## config.mk

```make
export PLATFORM = sky130hd
export DESIGN_NAME = pos_update_arbiter
export DESIGN_NICKNAME = d
export VERILOG_FILES = /design/src/rtl/pos_arb_pkg.sv /design/src/rtl/pos_update_arbiter_rr_pick2.sv /design/src/rtl/pos_update_arbiter.sv
export SDC_FILE = /design/constraint.sdc
export NUM_CORES = 1
export LEC_CHECK = 0
export BUFFER_PORTS_ARGS = -buffer_cell sky130_fd_sc_hd__buf_2
export CAP_MARGIN = 20
export CORE_UTILIZATION = 51
export CTS_BUF_LIST = sky130_fd_sc_hd__clkbuf_4 sky130_fd_sc_hd__clkbuf_8
export DETAILED_ROUTE_END_ITERATION = 16
export GPL_TIMING_DRIVEN = 0
export PLACE_DENSITY = 0.87
export SYNTH_ARGS = -nofsm -noshare
export SYNTH_HDL_FRONTEND = slang
export SYNTH_SLANG_ARGS = --single-unit
```

## constraint.sdc

```tcl
create_clock -name clk -period 4 [get_ports clk]
set_input_delay 0.2 -clock clk [delete_from_list [all_inputs] [get_ports clk]]
set_output_delay 0.2 -clock clk [all_outputs]
set_load 0.03 [all_outputs]
```

## src/rtl/pos_arb_pkg.sv

```systemverilog
// Shared types and constants for the frame-synchronous position-update arbiter.
// Holds the coordinate width default, the requester count and the FSM state encoding.
package pos_arb_pkg;

   localparam int POS_W_DEFAULT = 12;
   localparam int NUM_REQ       = 2;

   typedef enum logic [1:0] {
      IDLE   = 2'd0,
      ARB    = 2'd1,
      COMMIT = 2'd2
   } arb_state_t;

endpackage

```

## src/rtl/pos_update_arbiter_rr_pick2.sv

```systemverilog
// Two-way round-robin picker: a lone pending bit wins outright; a tie goes to rr.
// Purely combinational; the pointer itself lives in the top level.
module rr_pick2 (
   input  logic [1:0] pending,
   input  logic       rr,
   output logic       winner,
   output logic       any
);

   always_comb begin
      any    = |pending;
      winner = (pending == 2'b11) ? rr : pending[1];
   end

endmodule

```

## src/rtl/pos_update_arbiter.sv

```systemverilog
// Commits requester positions into two slots only during vertical blanking,
// with a round-robin tie break and at most one commit per requester per frame.
module pos_update_arbiter
   import pos_arb_pkg::*;
#(
   parameter int POS_W = POS_W_DEFAULT
) (
   input  logic               clk,
   input  logic               rst,
   input  logic               vblnk,
   input  logic [1:0]         req,
   input  logic [POS_W-1:0]   xpos0,
   input  logic [POS_W-1:0]   ypos0,
   input  logic [POS_W-1:0]   xpos1,
   input  logic [POS_W-1:0]   ypos1,
   output logic [1:0]         ack,
   output logic [POS_W-1:0]   xpos_out0,
   output logic [POS_W-1:0]   ypos_out0,
   output logic [POS_W-1:0]   xpos_out1,
   output logic [POS_W-1:0]   ypos_out1,
   output logic [1:0]         pos_valid,
   output logic               frame_tick,
   output logic [1:0]         state_dbg
);

   // Handshake: a requester holds req and its coordinates until it sees ack;
   // ack is a one-cycle strobe and the data is captured on the edge raising it.

   arb_state_t           state_q, state_d;
   logic [NUM_REQ-1:0]   ack_q, ack_d;
   logic [NUM_REQ-1:0]   served_q, served_d;
   logic [NUM_REQ-1:0]   pos_valid_q, pos_valid_d;
   logic                 rr_q, rr_d;
   logic                 vblnk_d_q, vblnk_d_d;
   logic                 frame_tick_q, frame_tick_d;
   logic [POS_W-1:0]     x0_q, x0_d, y0_q, y0_d, x1_q, x1_d, y1_q, y1_d;

   logic                 rise;
   logic [NUM_REQ-1:0]   pending;
   logic                 winner;
   logic                 any;

   assign rise    = vblnk & ~vblnk_d_q;
   assign pending = req & ~served_q;

   rr_pick2 u_pick (
      .pending (pending),
      .rr      (rr_q),
      .winner  (winner),
      .any     (any)
   );

   always_comb begin
      state_d      = state_q;
      ack_d        = '0;
      served_d     = served_q;
      pos_valid_d  = pos_valid_q;
      rr_d         = rr_q;
      vblnk_d_d    = vblnk;
      frame_tick_d = rise;
      x0_d         = x0_q;
      y0_d         = y0_q;
      x1_d         = x1_q;
      y1_d         = y1_q;

      // A blank rising edge restarts the frame's quota regardless of state.
      if (rise) begin
         served_d = '0;
         state_d  = ARB;
      end else begin
         case (state_q)
            IDLE: state_d = IDLE;
            ARB: begin
               if (!vblnk) begin
                  state_d = IDLE;
               end else if (any) begin
                  if (winner) begin
                     x1_d = xpos1;
                     y1_d = ypos1;
                  end else begin
                     x0_d = xpos0;
                     y0_d = ypos0;
                  end
                  ack_d[winner]       = 1'b1;
                  served_d[winner]    = 1'b1;
                  pos_valid_d[winner] = 1'b1;
                  rr_d                = ~winner;
                  state_d             = COMMIT;
               end
            end
            COMMIT:  state_d = vblnk ? ARB : IDLE;
            default: state_d = IDLE;
         endcase
      end
   end

   always_ff @(posedge clk or posedge rst) begin
      if (rst) begin
         state_q      <= IDLE;
         ack_q        <= '0;
         served_q     <= '0;
         pos_valid_q  <= '0;
         rr_q         <= 1'b0;
         vblnk_d_q    <= 1'b1;
         frame_tick_q <= 1'b0;
         x0_q         <= '0;
         y0_q         <= '0;
         x1_q         <= '0;
         y1_q         <= '0;
      end else begin
         state_q      <= state_d;
         ack_q        <= ack_d;
         served_q     <= served_d;
         pos_valid_q  <= pos_valid_d;
         rr_q         <= rr_d;
         vblnk_d_q    <= vblnk_d_d;
         frame_tick_q <= frame_tick_d;
         x0_q         <= x0_d;
         y0_q         <= y0_d;
         x1_q         <= x1_d;
         y1_q         <= y1_d;
      end
   end

   assign ack        = ack_q;
   assign pos_valid  = pos_valid_q;
   assign frame_tick = frame_tick_q;
   assign xpos_out0  = x0_q;
   assign ypos_out0  = y0_q;
   assign xpos_out1  = x1_q;
   assign ypos_out1  = y1_q;
   assign state_dbg  = state_q;

endmodule

```

Yosys cells after proc, flatten, opt, wreduce, memory -nomap -nowiden. Index checks and enable logic that the tools add are counted.

Memory bits (read-only): 0. Latch bits: 0. Memories: 0. Output and inout port bits: 55. Bits in writable memories: 0. Logic and storage cells: 50. Register bits after elaboration: 59. Bits of input ports: 53.

Add/sub/neg operators: 0. Equal/unequal tests: 4. Reduce and logical (&&, ||, !) cells: 9. Order comparisons: 2. $mul: 0. Muxes and demuxes: 16. Bitwise gates (word level): 8. Shift-type cells: 0. Divide/modulo/power cells: 0.

Operator list (number): 2-to-1 mux 2 bit (11); AND reduction 5 bit (2); nonzero test 2 bit (3); == test 2 bit (second input constant) (2); != test 4 bit (second input constant) (1); bitwise OR 2 bit (2); one-hot mux 2 bit (2 select lines) (1); AND reduction 4 bit (1); 2-to-1 mux 1 bit (3); inverter 1 bit (3); AND reduction 3 bit (1); AND 2 bit (1); == test 2 x 1 -> 1 bit (second input constant) (1); < comparator 1 x 2 -> 1 bit (second input constant) (1); inverter 2 bit (1); OR reduction 2 bit (1); AND 1 bit (1); demux 1 bit (select 1 bit) (1); >= comparator 1 bit (second input constant) (1); logical AND 1 bit (1).

Logic depth before layout (Yosys ltp). Gate-level depths: netlist (run 1).

Depth in word-level cells: 13. Mapped depth: 6. Depth with buffers taken out: 5.

Hierarchy. A second synthesis (run 1) with hierarchy kept.

Cells, all modules: 143. Area, all modules: 2399.8 um^2.

By module, submodules not included: pos_update_arbiter (area an instance 2382.3 um^2, instances 1, cells an instance 140); rr_pick2 (area an instance 17.5 um^2, instances 1, cells an instance 3).

Worst setup path before layout (run 1). No wires, ideal clock.

Kind: reg-to-reg. Start: register state_q[1] (netlist: state_dbg[1]). End: register x1_q[0] (netlist: xpos_out1[0]). Cell stages (with the launch flop): 7. Slack: 2.019 ns. Setup time: 0.125 ns. Buffers on the path: 1. Period minus slack after synthesis: 1.981 ns. Arrival: 1.856 ns. Cells stage by stage: dfrtp_1 > inv_1 > ha_1 > nand3_4 > nor3_4 > buf_6 > mux2_2.

Word-level cells in the longest chain between the ends: 2.

RTL lines: start, declared (RTL line pos_update_arbiter.sv:29) `arb_state_t state_q, state_d;`; start signal, assigned (RTL line pos_update_arbiter.sv:111) `state_q <= state_d;`; == test 2 x 1 -> 1 bit (RTL line pos_update_arbiter.sv:71) `case (state_q)`; AND reduction 5 bit (no source line); end signal, assigned (RTL line pos_update_arbiter.sv:108) `x1_q <= '0;`; end signal, assigned (RTL line pos_update_arbiter.sv:120) `x1_q <= x1_d;`; end, declared (RTL line pos_update_arbiter.sv:36) `logic [POS_W-1:0] x0_q, x0_d, y0_q, y0_d, x1_q, x1_d, y1_q, y1_d;`.

Every way passes these cells. A chain may end at the register's enable or synchronous reset.

Worst setup path after layout (run 1).
Start: register state_q[1] (netlist: state_dbg[1]). End: register y1_q[10] (netlist: ypos_out1[10]).

Word-level cells in the longest chain between the ends: 2.

RTL lines: == test 2 x 1 -> 1 bit (RTL line pos_update_arbiter.sv:71); AND reduction 5 bit (no source line); end signal, assigned (RTL line pos_update_arbiter.sv:121) `y1_q <= y1_d;`; end, declared (RTL line pos_update_arbiter.sv:36).

Every way passes these cells.

==> impl_metrics.toml, run 1 <==
[status]
status = "finished, final reports clean"

[synth]
syn_avg_cell_area_um2 = 16.4
synth-async-reset-ratio = 1.00
ys_ff_latch = 59
synth_area_um2 = 2270
ys_warn_count = 0
synth_cell_type_count = 21
synth_edf_count = 0
syn-instance-count = 138
syn_nets = 193
yosysSeqAreaShare = 0.651
synth_ff_type = "dfrtp_1"

[final_layout]
nFillCells = 270
area_growth_pct = 38.1
design_area_um2 = 3130
stdcell_count = 314
drive_gt1_frac = 0.686
nNetsFinal = 314
layout_common_cells = "buf_2, dfrtp_1, mux2_2, clkbuf_8"
final_common_cell = "buf_2"
final_util = 0.756
n_antenna_cell = 0

[clock_network]
cts_num_sinks = 59
clock_latency_ns = 0.32
cts_max_path_buffers = 2
cts_tree = "done"
cts_buffers = 9
htreeDepth = 3
clock-root-buffer = "clkbuf_8"
cts.clk_slew.worst_paths_ns = 0.06

[pwr]
power.density_nw_per_um2 = 665
peakVddDrop_v = 0.000389
p_leak_nw = 1.63

[placement]
io_buffer_count = 107
place.gp.congestion = 0.780
placed_cell_area_um2 = 2890
hpwl_um = 3220
dp.cells = 296

[critical_path]
cp-startpoint = "state_dbg[1]"
crit_arrival_ns = 2.26
path_cells = "inv_1, ha_1, nand3_4, nor3_4, buf_6, mux2_2"
r2r_setup_slack_ns = 1.94
end_kind = "register"
critPathSlowestCell = "nor3_4"
start_kind = "register"
reg2reg_depth = 6
r2r-end = "ypos_out1[10]"
worstPathMaxFanout = 10
crit_type = "register to register"
crit_required_ns = 4.20
critPathMaxStageDelay_ns = 0.47
worstReg2RegStart = "state_dbg[1]"

[min_path]
hold_path_end = "ypos_out1[0]"
hold_start = "ypos1[0]"
hold_depth = 2
hp-class = "primary input to register"

[route]
vias_per_cell = 4.91
ant_nets = 0
totalWireLength_um = 4280
vias = 1542
post-route-drc-count = 0
drt_iter0_drc = 26
wire_per_inst_um = 13.6
dr.pass1.iters = 4

[sta]
max_freq_mhz = 486
setup_viol = 0
hold_viol_final = 0
hold_ws_ns = 0.0980
fin_skew_ns = 0.00611
tightest_slew_ns = 0.499
setup_tns_ns = 0
timing.slew.headroom = 0.667
finalMaxSlewViolations = 0
rsz0062_at_grt = "false"
period_share = 0.514
min_period_ns = 2.06

[global_route]
grt_pass1_vias = 1465
grt_max_degree = 37
track_usage = 0.200
antenna_found_initial = 0
grt_overflow = 0
grt_pass1_wl_um = 6450

[floorplanning]
rows = 23
coreArea_um2 = 4140
ios = 108
die_width_um = 68.7
die_h_um = 68.7
initial_core_util = 0.547
fp.dieArea_um2 = 4720

[job]
max_cap_violations = 0
## synth_stat cells (2+ instances only)
cell | n | area share
a31oi_1 | 2 | 0.0055
buf_6 | 4 | 0.020
dfrtp_1 | 58 | 0.64
ha_1 | 2 | 0.011
inv_1 | 5 | 0.0083
mux2_1 | 2 | 0.0099
mux2_2 | 46 | 0.23
nand2b_1 | 3 | 0.0083
nor2_1 | 2 | 0.0033
o21ai_0 | 2 | 0.0044
or2_2 | 2 | 0.0055
## worst max-delay path: cells and delay by family (launching register included)
family | cells | cell delay [ns]
adders and majority gates | 1 | 0.27
buffers and inverters | 2 | 0.30
DFF | 1 | 0.40
muxes | 1 | 0.35
and+or+nand+nor | 2 | 0.62
## per-stage QoR
step                      power (mW)  setup WS [ns]
after floorplan                 1.28           2.02
after global placement          1.47           1.67
final                           2.08           1.94
after global routing            2.19           1.84
after CTS                       2.11           1.93
after detailed placement        1.50           1.94
## cells by family after synthesis
logic type	Yosys count	share of synthesized area
buf+inv	9	0.0281
simple gates	13	0.0497
fa+ha+maj	2	0.0110
mux	48	0.238
compound gates	7	0.0215
flops	59	0.651
## power by group
part | total [mW] | switching [mW] | internal [mW]
Sequential | 0.821 | 0.0722 | 0.749
Clock | 0.602 | 0.221 | 0.381
Combinational | 0.660 | 0.427 | 0.233
## flip-flops by register name, indices dropped and copies added (netlist names)
signal,flops
served_q,2
frame_tick,1
vblnk_d_q,1
xpos_out1,12
state_dbg,2
pos_valid,2
ack,2
ypos_out0,12
ypos_out1,12
xpos_out0,12
rr_q,1
## worst max path at each step
stage	end	slack, ns	depth (start not counted)
CTS	ypos_out1[10]	1.93	6
finish	ypos_out1[10]	1.94	6
floorplan	xpos_out1[0]	2.02	6
global placement	xpos_out0[7]	1.67	2
detailed placement	xpos_out0[0]	1.94	6
global route	ypos_out1[11]	1.84	6
## layout make-up
type	count	area, um2	share of cell area
Tap cell	50	62.6	0.0200
Inverter	5	18.8	0.00599
Timing Repair Buffer	110	576	0.184
Clock buffer	11	151	0.0483
Buffer	4	45.0	0.0144
Clock inverter	5	75.1	0.0240
Sequential cell	59	1480	0.472
Multi-Input combinational cell	70	727	0.232
## metal layers
metal  part of all wire  global-route usage  vias up
met1               0.40               0.221      728
met4              0.019               0.128        0
met3              0.078              0.0609        8
met2               0.50               0.333       74
li1                   -                   -      732
met5                  0                   0        -
## repair_timing
item / CTS / global route
hold buffers: 1 / 1
resized for setup: 0 / 0
hold endpoints to repair: 23 / 1
setup buffers: 0 / 0
(Power assumes the default switching activity.)
==> run 2: changes to the inputs <==
- ABC_AREA: default -> 1
- CORE_UTILIZATION: 51 -> 48
- PLACE_DENSITY: 0.87 -> 0.82
- clock period: 4 -> 1.9 ns (I/O delays scaled with it)
==> impl_metrics.toml, run 2 <==
[global_route]
track_usage = 0.267
grt_max_degree = 34
grt_pass1_wl_um = 10500
grt_pass1_vias = 2306
antenna_found_initial = 0
grt_overflow = 0

[critical_path]
start_kind = "register"
critPathSlowestCell = "dfrtp_1"
worstReg2RegStart = "state_dbg[1]"
path_delay_family = "simple AND/OR/NAND/NOR gates"
worstPathMaxFanout = 10
reg2reg_depth = 9
critPathMaxStageDelay_ns = 0.41
path_buf_inv = 2
crit_required_ns = 2.15
path_cells = "inv_1, ha_1, nand2_2, nor2_8, nand2_4, nor2_8, buf_6, nand2_1, nand2_1"
crit_type = "register to register"
r2r_setup_slack_ns = 0.36
end_kind = "register"
cp-startpoint = "state_dbg[1]"
crit_arrival_ns = 1.79
r2r-end = "ypos_out1[0]"

[sta]
finalMaxSlewViolations = 0
tightest_slew_ns = 0.577
hold_ws_ns = 0.0104
min_period_ns = 1.54
rsz0062_at_grt = "false"
setup_tns_ns = 0
period_share = 0.812
finalWorstSetupSlack_ns = 0.358
hold_viol_final = 0
fin_skew_ns = 0.0108
timing.slew.headroom = 0.615
setup_viol = 0
max_freq_mhz = 648

[route]
wire_per_inst_um = 13.5
dr.pass1.iters = 4
vias = 2288
vias_per_cell = 4.67
totalWireLength_um = 6630
ant_nets = 0
drt_iter0_drc = 95
post-route-drc-count = 0

[synth]
ys_top_cells_by_count = "nand2_1, dfrtp_1, inv_1, buf_6"
ys_warn_count = 0
ys_ff_latch = 59
synth_edf_count = 0
syn_avg_cell_area_um2 = 9.43
synth-async-reset-ratio = 1.00
synth.area.top_cells = "dfrtp_1, nand2_1, buf_6"
synth_most_common_cell = "nand2_1"
synth_top_area_frac = 0.611
synth_cell_type_count = 14
syn_nets = 307
synth_top_area_cell = "dfrtp_1"
synth_area_um2 = 2380
yosysSeqAreaShare = 0.622
syn-instance-count = 252
synth_ff_type = "dfrtp_1"

[final_layout]
nNetsFinal = 475
layout_common_cells = "nand2_1, buf_2, dfrtp_1, dlygate4sd3_1, inv_1"
n_antenna_cell = 0
multi_input_comb_area_um2 = 756
drive_gt1_frac = 0.348
register_area_um2 = 1480
nFillCells = 311
area_growth_pct = 56.1
final_util = 0.780
final_common_cell = "nand2_1"

[clock_network]
cts_buffers = 9
cts_resized = 0
htreeDepth = 3
clock-root-buffer = "clkbuf_8"
clock_latency_ns = 0.32
postCtsSetupRepairBufs = 0
cts_num_sinks = 59
cts_tree = "done"
cts.clk_slew.worst_paths_ns = 0.07
cts_max_path_buffers = 2

[min_path]
hold_depth = 3
hp-class = "primary input to register"
hold_start = "ypos0[10]"
hold_path_end = "ypos_out0[10]"

[pwr]
p_int_mw = 2.76
p_clk_frac = 0.274
p_leak_nw = 2.19
peakVddDrop_v = 0.000842
sw_frac_of_total = 0.366
power_frac_comb = 0.331
p_sw_mw = 1.60
total_power_mw = 4.36
power.density_nw_per_um2 = 1170
p_seq_frac = 0.395

[placement]
post-place-ws_ns = 0.393
place.gp.congestion = 0.734
io_buffer_count = 107
hpwl_um = 3530

[job]
max_cap_violations = 0

[floorplanning]
initial_core_util = 0.500
coreArea_um2 = 4750
die_h_um = 72.4
ios = 108
rows = 25
die_width_um = 72.4
fp.dieArea_um2 = 5240

[status]
status = "finished, final reports clean"
-- run 2: changes by cell type after synthesis, moves of 4 or more --
| cell | delta |
|---|---|
| nand2_2 | +4 |
| inv_1 | +6 |
| mux2_2 | -46 |
| nand2_1 | +149 |
| buf_6 | +4 |
-- run 2: logic make-up after synthesis --
family	share of synthesized area
AO/OA/AOI/OAI	0.0126
AND/OR/NAND/NOR	0.295
buffers and inverters	0.0600
flip-flops	0.622
adder cells (fa/ha/maj)	0.0105
-- run 2: area by class of cell --
type,instances,area share
plain buffers,8,0.0243
inverters,14,0.0142
well taps,67,0.0226
multi-input cells,171,0.204
clock buffers,11,0.0374
flip-flops and latches,59,0.398
clock inverters,3,0.0175
repair buffers,157,0.282
-- run 2: how the worst max path moves through the flow --
stage,endpoint,slack (ns),cells past startpoint
global route,ypos_out1[0],0.28,9
CTS,xpos_out0[10],0.37,10
floorplan,ack[0],0.35,1
global placement,state_dbg[1],-0.34,2
finish,ypos_out1[0],0.36,9
detailed placement,xpos_out0[10],0.39,10
-- run 2: per-layer routing --
| metal | track usage | vias up | part of all wire |
|---|---|---|---|
| met4 | 0.115 | 0 | 0.032 |
| met5 | 0 | - | 0 |
| met3 | 0.0653 | 27 | 0.075 |
| met2 | 0.488 | 138 | 0.50 |
| met1 | 0.293 | 1039 | 0.39 |
| li1 | - | 1084 | - |
-- run 2: repair_timing --
action,in CTS,in global routing
endpoints found under the setup margin,0,0
hold endpoints to repair,74,0
hold buffers,49,0
-- run 2: metrics by stage --
step                      instance area (um2)  cells
after CTS                                3710    490
after global placement                   3000    426
after detailed placement                 3020    427
after global routing                     3710    490
after floorplan                          2380    252
final                                    3710    490
-- run 2: worst reg2reg max path, stage by stage, from the launching register on --
cell,delay [ns]
dfrtp_1,0.41
inv_1,0.07
ha_1,0.15
nand2_2,0.10
nor2_8,0.13
nand2_4,0.11
nor2_8,0.17
buf_6,0.16
nand2_1,0.09
nand2_1,0.10
-- run 2: power by group through the flow --
stage / clock network [mW] / registers (mW) / logic [mW]
final: 1.19 / 1.72 / 1.44
after global routing: 1.27 / 1.76 / 1.54
after CTS: 1.20 / 1.71 / 1.41
after detailed placement: 0 / 1.72 / 1.34
after global placement: 0 / 1.71 / 1.31
after floorplan: 0 / 2.32 / 0.305
